$ cat src/rtl/apb_master_pkg.sv
// rtl/apb_master_pkg.sv - shared types for the APB master bridge
package apb_master_pkg;

   typedef enum logic [1:0] {
      IDLE   = 2'd0,
      SETUP  = 2'd1,
      ACCESS = 2'd2,
      RESP   = 2'd3
   } state_t;

   typedef struct packed {
      logic [31:0] rdata;
      logic        err;
      logic        timeout;
   } rsp_t;

endpackage

$ cat src/rtl/apb_master_bridge.sv
// rtl/apb_master_bridge.sv - valid/ready command port to APB3 initiator with timeout
module apb_master_bridge
   import apb_master_pkg::*;
#(
   parameter int APB_ADDR_WIDTH = 12,
   parameter int TIMEOUT_CYCLES = 256
) (
   input  logic                      HCLK,
   input  logic                      HRESETn,
   input  logic                      req_valid_i,
   output logic                      req_ready_o,
   input  logic                      req_write_i,
   input  logic [APB_ADDR_WIDTH-1:0] req_addr_i,
   input  logic [31:0]               req_wdata_i,
   output logic                      rsp_valid_o,
   input  logic                      rsp_ready_i,
   output logic [31:0]               rsp_rdata_o,
   output logic                      rsp_err_o,
   output logic                      rsp_timeout_o,
   output logic [APB_ADDR_WIDTH-1:0] PADDR,
   output logic [31:0]               PWDATA,
   output logic                      PWRITE,
   output logic                      PSEL,
   output logic                      PENABLE,
   input  logic [31:0]               PRDATA,
   input  logic                      PREADY,
   input  logic                      PSLVERR
);

   // A zero TIMEOUT_CYCLES still needs a 1-bit counter so the logic stays well formed.
   localparam int CNT_W = (TIMEOUT_CYCLES > 0) ? $clog2(TIMEOUT_CYCLES + 1) : 1;
   localparam logic TO_EN = (TIMEOUT_CYCLES > 0);
   localparam logic [CNT_W-1:0] TO_LAST = (TIMEOUT_CYCLES > 0) ? CNT_W'(TIMEOUT_CYCLES - 1) : '0;

   state_t           state;
   state_t           state_nxt;
   logic [CNT_W-1:0] to_cnt;
   logic             to_hit;
   logic             accept;
   logic             xfer_done;
   logic             xfer_abort;
   rsp_t             rsp_q;

   assign accept = (state == IDLE) && req_valid_i;

   // Next-state decode; PREADY wins over a timeout expiring in the same cycle.
   always_comb begin
      state_nxt  = state;
      xfer_done  = 1'b0;
      xfer_abort = 1'b0;
      to_hit     = TO_EN && (to_cnt == TO_LAST);
      case (state)
         IDLE: begin
            if (req_valid_i) begin
               state_nxt = SETUP;
            end
         end
         SETUP: begin
            state_nxt = ACCESS;
         end
         ACCESS: begin
            if (PREADY) begin
               state_nxt = RESP;
               xfer_done = 1'b1;
            end else if (to_hit) begin
               state_nxt  = RESP;
               xfer_abort = 1'b1;
            end
         end
         RESP: begin
            if (rsp_ready_i) begin
               state_nxt = IDLE;
            end
         end
         default: begin
            state_nxt = IDLE;
         end
      endcase
   end

   // State register plus handshake/strobe flops decoded from the next state.
   always_ff @(posedge HCLK or negedge HRESETn) begin
      if (!HRESETn) begin
         state       <= IDLE;
         req_ready_o <= 1'b1;
         PSEL        <= 1'b0;
         PENABLE     <= 1'b0;
         rsp_valid_o <= 1'b0;
      end else begin
         state       <= state_nxt;
         req_ready_o <= (state_nxt == IDLE);
         PSEL        <= (state_nxt == SETUP) || (state_nxt == ACCESS);
         PENABLE     <= (state_nxt == ACCESS);
         rsp_valid_o <= (state_nxt == RESP);
      end
   end

   // Command fields latched at acceptance and held until the next accepted command.
   always_ff @(posedge HCLK or negedge HRESETn) begin
      if (!HRESETn) begin
         PADDR  <= '0;
         PWDATA <= '0;
         PWRITE <= 1'b0;
      end else if (accept) begin
         PADDR  <= req_addr_i;
         PWDATA <= req_wdata_i;
         PWRITE <= req_write_i;
      end
   end

   // Wait-state counter: cleared in SETUP so it starts at zero on ACCESS entry.
   always_ff @(posedge HCLK or negedge HRESETn) begin
      if (!HRESETn) begin
         to_cnt <= '0;
      end else if (state == SETUP) begin
         to_cnt <= '0;
      end else if ((state == ACCESS) && !PREADY && TO_EN) begin
         to_cnt <= to_cnt + CNT_W'(1);
      end
   end

   // Response capture; read data is suppressed for writes, slave errors and aborts.
   always_ff @(posedge HCLK or negedge HRESETn) begin
      if (!HRESETn) begin
         rsp_q <= '0;
      end else if (xfer_done) begin
         rsp_q.rdata   <= (PWRITE || PSLVERR) ? 32'h0 : PRDATA;
         rsp_q.err     <= PSLVERR;
         rsp_q.timeout <= 1'b0;
      end else if (xfer_abort) begin
         rsp_q.rdata   <= 32'h0;
         rsp_q.err     <= 1'b1;
         rsp_q.timeout <= 1'b1;
      end
   end

   assign rsp_rdata_o   = rsp_q.rdata;
   assign rsp_err_o     = rsp_q.err;
   assign rsp_timeout_o = rsp_q.timeout;

endmodule

$ cat config.mk
export PLATFORM = sky130hd
export DESIGN_NAME = apb_master_bridge
export DESIGN_NICKNAME = d
export VERILOG_FILES = /design/src/rtl/apb_master_pkg.sv /design/src/rtl/apb_master_bridge.sv
export SDC_FILE = /design/constraint.sdc
export NUM_CORES = 1
export LEC_CHECK = 0
export ABC_AREA = 1
export CAP_MARGIN = 20
export CELL_PAD_IN_SITES_DETAIL_PLACEMENT = 0
export CELL_PAD_IN_SITES_GLOBAL_PLACEMENT = 1
export CORE_ASPECT_RATIO = 2
export CORE_UTILIZATION = 32
export CTS_CLUSTER_SIZE = 30
export DETAILED_ROUTE_END_ITERATION = 7
export PLACE_DENSITY_LB_ADDON = 0.3
export SYNTH_ARGS = -nofsm -noshare
export SYNTH_HDL_FRONTEND = slang
export SYNTH_SLANG_ARGS = --single-unit
$ cat constraint.sdc
create_clock -name HCLK -period 2.81 [get_ports HCLK]
set_input_delay 0.7025 -clock HCLK [delete_from_list [all_inputs] [get_ports HCLK]]
set_output_delay 0.7025 -clock HCLK [all_outputs]
set_load 0.05 [all_outputs]
==> results.toml <==
[placed_design]
hpwl_um = 7545
place_area_sq_mm = 0.005569
globalplace.congestion = 0.8004
port_buffers = 165

[clock_network]
cts.sinks = 94
clk_pin_slew_ps = 70
cts_hold_buf = 0
cts_resized = 0
clk_path_buf_depth = 2
postCtsSetupBuffers = 0
worstSkewPairLatency_ps = 330
cts_root_buf = "clkbuf_16"
tritoncts = "built"
htree_levels = 3
cts_buffers = 9

[die]
io-pin-count = 166
chipWidth_um = 78.81
die_h_um = 155.6
die_area_sq_mm = 0.01226
row_count = 55
start_util_pct = 33.06
core_area_sq_mm = 0.01142

[critical_path]
reg2reg_depth = 9
startpoint_type = "register"
path_delay_family = "buffers and inverters"
cp-startpoint = "req_ready_o$_DFF_PN1_"
slowest_stage = "clkdlybuf4s50_1"
crit_fanout = 1
cp.buffers_inverters = 1
end_kind = "output pin"
crit_chain = "clkdlybuf4s50_1"
crit_required_ps = 2110
r2r_slack_ps = 950
path_depth = 1
r2r_end = "rsp_rdata_o[25]$_DFFE_PN0P_"
arrival_ps = 1630
crit_type = "register to output pin"
endpoint = "req_ready_o"
r2r_start = "to_cnt[1]$_DFFE_PN0P_"
critPathMaxStageDelay_ps = 790

[timing]
max_slew_margin_pct = 48.37
fin_crit_sh_pct = 83.00
worst_pin_slew_ps = 774.4
setup_viol = 0
post-route-min-period_ps = 2332
rsz0062_at_grt = "no"
max_freq_ghz = 0.4288
skew_ps = 7.816
finalHoldViolCount = 0
setup_tns_ps = 0
drv_slew = 0

[global_route]
grt_overflow = 0
grt_max_degree = 60
grt_pass1_vias = 3418
grt_usage_pct = 17.90
antenna_found_initial = 0
grt_first_pass_wirelength_um = 16760

[synth]
ys_ff_latch = 94
ys_types = 23
seq_area_frac_synth_pct = 62.33
synth_edf_count = 0
ys_async_sr_fraction_pct = 100.0
avgSynthCellArea_sq_um = 8.885
ys.warnings.count = 0
ys.flop_type = "dfrtp_1"
syn_nets = 513
syn_inst = 425
synth_area_sq_mm = 0.003776

[min_path]
hp-class = "input port to async pin"

[power_and_ir_drop]
pwr_density_cell_mw_per_mm2 = 1279
fin_total_pwr_uw = 7506
vdd_drop_max_uv = 647.2
p_leak_uw = 0.002875

[cells_and_area]
post-route-cell-area_sq_mm = 0.005871
drive_gt1_share_pct = 5.892
syn_to_final_growth_pct = 55.47
fin_nets = 677
antenna_cells = 0

[status]
outcome = "completed"

[job]
drv_cap = 0

[route]
dr.pass1.iters = 4
drc = 0
num_vias = 3367
ant_nets = 0
routed_wl_um = 10490
drt_iter0_markers = 237
wl_per_cell_um = 14.25
viasPerCell = 4.575
[worst min path at each step]
| stage | from | cells past startpoint | slack [ps] | endpoint |
|---|---|---|---|---|
| final | HRESETn | 1 | 440 | rsp_rdata_o[23]$_DFFE_PN0P_ |
| after global routing | PWDATA[22]$_DFFE_PN0P_ | 2 | 490 | PWDATA[22]$_DFFE_PN0P_ |
| after CTS | HRESETn | 1 | 470 | rsp_rdata_o[23]$_DFFE_PN0P_ |
| after detailed placement | rsp_rdata_o[22]$_DFFE_PN0P_ | 2 | 460 | rsp_rdata_o[22]$_DFFE_PN0P_ |
| after global placement | rsp_rdata_o[19]$_DFFE_PN0P_ | 2 | 450 | rsp_rdata_o[19]$_DFFE_PN0P_ |
| after floorplan | HRESETn | 0 | 410 | PADDR[0]$_DFFE_PN0P_ |
[stage by stage]
stage / instances / hold WS [ps] / utilization [%] / setup WS, ps
floorplan: 425 / 406.9 / - / 1149
global placement: 720 / 454.0 / 48.75 / 750.2
detailed placement: 720 / 457.9 / 48.75 / 722.6
CTS: 736 / 467.5 / 51.39 / 462.6
global route: 736 / 494.5 / 51.39 / 436.9
finish: 736 / 442.1 / 51.39 / 477.7
[routing by layer]
metal / track usage [%] / wire length (um) / up-vias
met1: 18.75 / 3857 / 1591
met2: 33.83 / 5846 / 118
li1: - / - / 1638
met4: 7.446 / 285 / 0
met3: 3.567 / 499 / 20
met5: 0 / 0 / -
[report_power, final]
part	total [uW]	internal (uW)	switching [uW]
registers	2210	1910	302
logic	4070	1270	2810
clock network	1220	714	504
total	7510	3890	3610
[registers in the layout, summed over array words and instances, names as in the netlist]
name	cells
state	2
PSEL	1
PADDR	12
rsp_valid_o	1
PWRITE	1
PWDATA	32
rsp_err_o	1
to_cnt	9
PENABLE	1
req_ready_o	1
rsp_timeout_o	1
rsp_rdata_o	32
[cells by family (layout without fill, tap and decap cells)]
group           after synthesis  in the layout  synth area share [%]
fa+ha+maj                     5              5                 1.657
compound gates                8              8                 1.458
buf+inv                      37            206                 4.274
simple gates                281            281                 30.28
flops                        94             94                 62.33
[cell usage in the layout (no fill, tap or decap), types with 2 or more instances in the layout]
master / netlist / layout
inv_2: 6 / 6
nand3_1: 40 / 40
buf_4: 4 / 5
nand4_1: 2 / 2
nor2_1: 12 / 11
ha_1: 5 / 5
nand2_1: 220 / 220
clkdlybuf4s50_1: 0 / 164
dfrtp_1: 93 / 93
clkbuf_16: 0 / 9
nor2_4: 2 / 2
clkinvlp_4: 0 / 2
inv_1: 14 / 14
o21ai_1: 4 / 4
[final cells by class]
cell class / count / area [sq um]
Fill cell: 1097 / 5553
Sequential cell: 94 / 2354
Timing Repair Buffer: 170 / 1699
Multi-Input combinational cell: 294 / 1264
Clock buffer: 11 / 242.7
Tap cell: 142 / 177.7
Inverter: 20 / 75.07
Clock inverter: 5 / 58.81
[synth_stat cells (2+ instances only)]
library cell / n / area [sq um]
nand2_1: 220 / 825.8
nor2_4: 2 / 22.52
o21ai_1: 4 / 20.02
inv_2: 6 / 22.52
buf_4: 4 / 30.03
dfrtp_1: 93 / 2327
inv_1: 14 / 52.55
nand3_1: 40 / 200.2
nand4_1: 2 / 12.51
clkbuf_1: 7 / 26.28
ha_1: 5 / 62.56
buf_2: 6 / 30.03
nor2_1: 12 / 45.04
Power figures use the tool's default switching activity.
